File: src/rtl/fetch_queue.sv
// fetch_queue: instruction prefetch queue sitting between instruction memory
// and the IF/ID register. It issues one read at a time, starting at fetch_pc.
// Each returned word is queued together with its address + 4. A redirect from
// decode flushes the queue and restarts fetching at redirect_pc. If a read is
// still in flight when the redirect arrives, its response is discarded.
//
// Ports:
//   clk, rst                 clock, asynchronous active-low reset
//   redirect, redirect_pc    taken branch/jump from decode and its target
//   IF_ID_load               IF/ID consumes the head entry this cycle
//   imem_req, imem_addr      read request and address (held until imem_ack)
//   imem_ack, imem_rdata     read completion and instruction word (same cycle)
//   inst_valid               queue holds at least one entry
//   inst_out, pc4_out        head-entry instruction and address + 4 (0 when empty)
module fetch_queue #(
  parameter int unsigned DEPTH    = 4,
  parameter logic [31:0] RESET_PC = 32'h0000_0000
) (
  input  logic        clk,
  input  logic        rst,
  input  logic        redirect,
  input  logic [31:0] redirect_pc,
  input  logic        IF_ID_load,
  output logic        imem_req,
  output logic [31:0] imem_addr,
  input  logic        imem_ack,
  input  logic [31:0] imem_rdata,
  output logic        inst_valid,
  output logic [31:0] inst_out,
  output logic [31:0] pc4_out
);

  localparam int unsigned PTR_W = $clog2(DEPTH);
  localparam int unsigned CNT_W = $clog2(DEPTH + 1);
  localparam logic [CNT_W-1:0] FULL_CNT = CNT_W'(DEPTH);

  localparam logic [1:0] IDLE = 2'd0;
  localparam logic [1:0] WAIT = 2'd1;
  localparam logic [1:0] DROP = 2'd2;

  logic [1:0]       state_q, state_d;
  logic [31:0]      fetch_pc_q, fetch_pc_d;
  logic [PTR_W-1:0] head_q, head_d, tail_q, tail_d;
  logic [CNT_W-1:0] count_q, count_d;
  logic             push, pop;
  logic             imem_req_d;
  logic [31:0]      imem_addr_d;
  logic             inst_valid_d;
  logic [31:0]      inst_out_d, pc4_out_d;

  logic [31:0] inst_mem [DEPTH];
  logic [31:0] pc4_mem  [DEPTH];

  // Next-state, queue bookkeeping and next values of the registered outputs
  always_comb begin
    state_d      = state_q;
    fetch_pc_d   = fetch_pc_q;
    head_d       = head_q;
    tail_d       = tail_q;
    count_d      = count_q;
    imem_addr_d  = imem_addr;
    imem_req_d   = 1'b0;
    inst_valid_d = 1'b0;
    inst_out_d   = '0;
    pc4_out_d    = '0;

    // A redirect overrides any same-cycle push or pop
    pop  = IF_ID_load && (count_q != '0) && !redirect;
    push = (state_q == WAIT) && imem_ack && !redirect;

    if (redirect) begin
      head_d     = '0;
      tail_d     = '0;
      count_d    = '0;
      fetch_pc_d = redirect_pc;
    end else begin
      if (push) begin
        tail_d     = tail_q + PTR_W'(1);
        fetch_pc_d = fetch_pc_q + 32'd4;
      end
      if (pop) head_d = head_q + PTR_W'(1);
      case ({push, pop})
        2'b10:   count_d = count_q + CNT_W'(1);
        2'b01:   count_d = count_q - CNT_W'(1);
        default: count_d = count_q;
      endcase
    end

    case (state_q)
      IDLE: if (!redirect && (count_q < FULL_CNT)) state_d = WAIT;
      WAIT: begin
        if (imem_ack) state_d = (!redirect && (count_d < FULL_CNT)) ? WAIT : IDLE;
        else if (redirect) state_d = DROP;
      end
      DROP: if (imem_ack) state_d = IDLE;
      default: state_d = IDLE;
    endcase

    // A new address is launched on entry to WAIT or on a back-to-back push
    imem_req_d = (state_d != IDLE);
    if ((state_d == WAIT) && ((state_q == IDLE) || push)) imem_addr_d = fetch_pc_d;

    // Head of the queue after this edge; a push into the head slot bypasses storage
    inst_valid_d = (count_d != '0);
    if (count_d != '0) begin
      if (push && (tail_q == head_d)) begin
        inst_out_d = imem_rdata;
        pc4_out_d  = imem_addr + 32'd4;
      end else begin
        inst_out_d = inst_mem[head_d];
        pc4_out_d  = pc4_mem[head_d];
      end
    end
  end

  // State and output registers
  always_ff @(posedge clk or negedge rst) begin
    if (!rst) begin
      state_q    <= IDLE;
      fetch_pc_q <= RESET_PC;
      head_q     <= '0;
      tail_q     <= '0;
      count_q    <= '0;
      imem_req   <= 1'b0;
      imem_addr  <= '0;
      inst_valid <= 1'b0;
      inst_out   <= '0;
      pc4_out    <= '0;
    end else begin
      state_q    <= state_d;
      fetch_pc_q <= fetch_pc_d;
      head_q     <= head_d;
      tail_q     <= tail_d;
      count_q    <= count_d;
      imem_req   <= imem_req_d;
      imem_addr  <= imem_addr_d;
      inst_valid <= inst_valid_d;
      inst_out   <= inst_out_d;
      pc4_out    <= pc4_out_d;
    end
  end

  // Entry storage (no reset needed; an entry is only read after it has been written)
  always_ff @(posedge clk) begin
    if (push) begin
      inst_mem[tail_q] <= imem_rdata;
      pc4_mem[tail_q]  <= imem_addr + 32'd4;
    end
  end

endmodule

File: config.mk
export PLATFORM = sky130hd
export DESIGN_NAME = fetch_queue
export DESIGN_NICKNAME = d
export VERILOG_FILES = /design/src/rtl/fetch_queue.sv
export SDC_FILE = /design/constraint.sdc
export NUM_CORES = 1
export LEC_CHECK = 0
export CAP_MARGIN = 20
export CORE_UTILIZATION = 45
export CTS_CLUSTER_SIZE = 20
export DETAILED_ROUTE_END_ITERATION = 8
export GPL_ROUTABILITY_DRIVEN = 1
export PLACE_DENSITY = 0.66
export SYNTH_ARGS = -nofsm -noshare
export SYNTH_HDL_FRONTEND = slang
export SYNTH_SLANG_ARGS = --single-unit
File: constraint.sdc
create_clock -name clk -period 5.7 [get_ports clk]
set_clock_uncertainty 0.1 [all_clocks]
set_input_delay 1.14 -clock clk [delete_from_list [all_inputs] [get_ports clk]]
set_output_delay 1.14 -clock clk [all_outputs]
set_load 0.1 [all_outputs]
==> impl_metrics.toml <==
[outcome]
outcome = "finished, final reports clean"

[die]
die-area_um2 = 36900
rows = 69
initial_utilization_pct = 45.7
num_io_pins = 167
die_x_um = 192
die_h_um = 192
core_area_um2 = 35600

[clock_network]
htree_levels = 2
numCtsBuffers = 41
cts_max_path_buffers = 3
post-cts-setup-buffers = 0
hold_buffers = 0
root_buffer = "clkbuf_16"
path_clk_slew_ps = 60
insertion_delay_ps = 540
cts_resized = 0
cts_tree = "built"
cts.sink_count = 395

[detailed_routing]
drt_pass1_iterations = 5
dr_wl_met3_um = 2230
top_layer_used = "met4"
drt-met1-wl_um = 18200
wl_um = 39900
met2_length_um = 18700
vias = 10300
drtIter0Drc = 886
antenna_left = 0
wire_per_inst_um = 22.0
via_per_inst = 5.70
drc_errors = 0

[worst_setup_path]
crit_required_ps = 6050
end_kind = "flip-flop"
crit_path_start_kind = "primary input"
path_class = "in -> reg"
arrival_ps = 4660
crit_path_max_fanout = 62

[pwr]
ir_worst_vdd_mv = 0.228
power_density_nw_per_um2 = 373
power_leakage_uw = 0.00752

[grt]
grt_pass1_wl_um = 60900
grtUsageTotal_pct = 21.7
antenna_found_initial = 0
grt_max_degree = 109
grt_pass1_vias = 10300
grt.overflow.total = 0

[sta]
max_slew_margin_pct = 26.8
tightestPinTransition_ps = 1100
setup_viol = 0
rsz0062_at_grt = "false"
drv_slew = 0
setup_tns_ps = 0
finalCritPeriodShare_pct = 75.6
hold_viol = 0
fin_crit_ps = 4310
fmax_ghz = 0.232
setup_ws_ps = 1390

[layout]
nets = 1396
area_growth_pct = 20.9
layout.cells.most_common = "edfxtp_1"
n_antenna_cell = 0
drive_gt1_share_pct = 10.6
final_cell_area_um2 = 19600
final_cell_mix = "edfxtp_1 (256), clkdlybuf4s50_1 (165), nand2_1 (157)"
fill_cells = 2871

[synth]
synthCells = 1174
synth_fp_nets = 1251
yosysSeqAreaShare_pct = 68.7
synth_area_um2 = 16200
synth-main-ff-cell = "edfxtp_1"
async_flop_share_pct = 35.2
ys_ff_latch = 395
yosysWarnings = 0
synth_cell_types = 48
syn_area_per_cell_um2 = 13.8
synth_edf_count = 256

[placement]
port_buffers = 166
dpl_cell_area_um2 = 18300
dp_hpwl_um = 22000
place_ws_ps = 876
globalplace.congestion = 0.806

[hold_path]
worstHoldPathType = "reg -> reg"

[run]
cap_violations = 0
## critical path, cell delays in order
cell,delay [ps]
clkdlybuf4s50_1,570
and4bb_2,430
inv_1,70
ha_1,220
fa_1,390
xnor2_1,160
or3_1,350
a41oi_1,440
and2_2,260
buf_12,340
a32o_1,250
## synthesized netlist by cell type (all sizes together), types with 6 or more instances
cell type / n / area [µm²]
edfxtp: 256 / 7690
nand2: 158 / 593
dfrtp: 139 / 3480
nand3: 88 / 445
and3: 74 / 463
a211o: 62 / 543
a32o: 62 / 621
mux2: 54 / 608
clkbuf: 49 / 184
xor2: 36 / 315
xnor2: 27 / 236
buf: 26 / 124
nor2: 20 / 75.1
inv: 15 / 56.3
nor4: 14 / 87.6
nand4: 13 / 87.6
nor3: 13 / 65.1
o21ai: 11 / 55.1
and2: 8 / 50.1
ha: 7 / 87.6
and4: 6 / 52.6
## per-layer routing
layer / global-route usage [%] / vias to the layer above
met5: 0 / -
met4: 5.94 / 0
met3: 3.22 / 49
met2: 34.0 / 342
met1: 31.7 / 5207
li1: - / 4740
## power by group
group	switching [µW]	internal [µW]	leakage (µW)
combinational	985	361	0.00279
sequential	168	3250	0.00409
clock	1100	1470	0.000640
total	2250	5080	0.00752
## state kept, by name, summed over array words and instances (netlist names)
name	cells
count_q	3
pc4_mem	128
head_q	2
inst_valid	1
tail_q	2
imem_req	1
state_q	2
fetch_pc_q	32
inst_mem	128
imem_addr	32
inst_out	32
pc4_out	32
## cell families after synthesis
group,synth area share (%)
AOI/OAI and AO/OA,8.40
xor gates and xnor gates,3.54
adders and majority gates,0.662
buffers and inverters,2.24
DFF,68.7
muxes,4.05
and+or+nand+nor,12.4
## path summary, 6_finish.rpt
check                                    from       endpoint  slack (ps)  cells after the start
worst max-delay path                 imem_ack     pc4_out[5]        1390                     11
worst min-delay path            fetch_pc_q[0]  fetch_pc_q[0]         400                      1
worst max register to register     count_q[0]     pc4_out[5]        1950                     10
worst min register to register  fetch_pc_q[0]  fetch_pc_q[0]         400                      1
max in group asynchronous                 rst    pc4_out[17]        3810                      2
min in group asynchronous                 rst   imem_addr[2]         430                      1
## final cells by class
| class | count | area [µm²] | share of cell area (%) |
|---|---|---|---|
| clock buffers | 59 | 1150 | 5.88 |
| clock inverters | 17 | 133 | 0.675 |
| inverters | 15 | 56.3 | 0.287 |
| multi-input cells | 689 | 4770 | 24.3 |
| flip-flops and latches | 395 | 11200 | 56.9 |
| well taps | 461 | 577 | 2.94 |
| repair buffers | 177 | 1780 | 9.08 |
## metrics by stage
step	power (µW)	std cells	utilization (%)	hold slack (ps)
floorplan	4370	1174	-	368
global placement	4810	1737	51.6	387
detailed placement	4820	1737	51.6	389
CTS	7370	1813	55.2	402
global route	7550	1813	55.2	420
finish	7330	1813	55.2	400
Power figures use the tool's default switching activity.
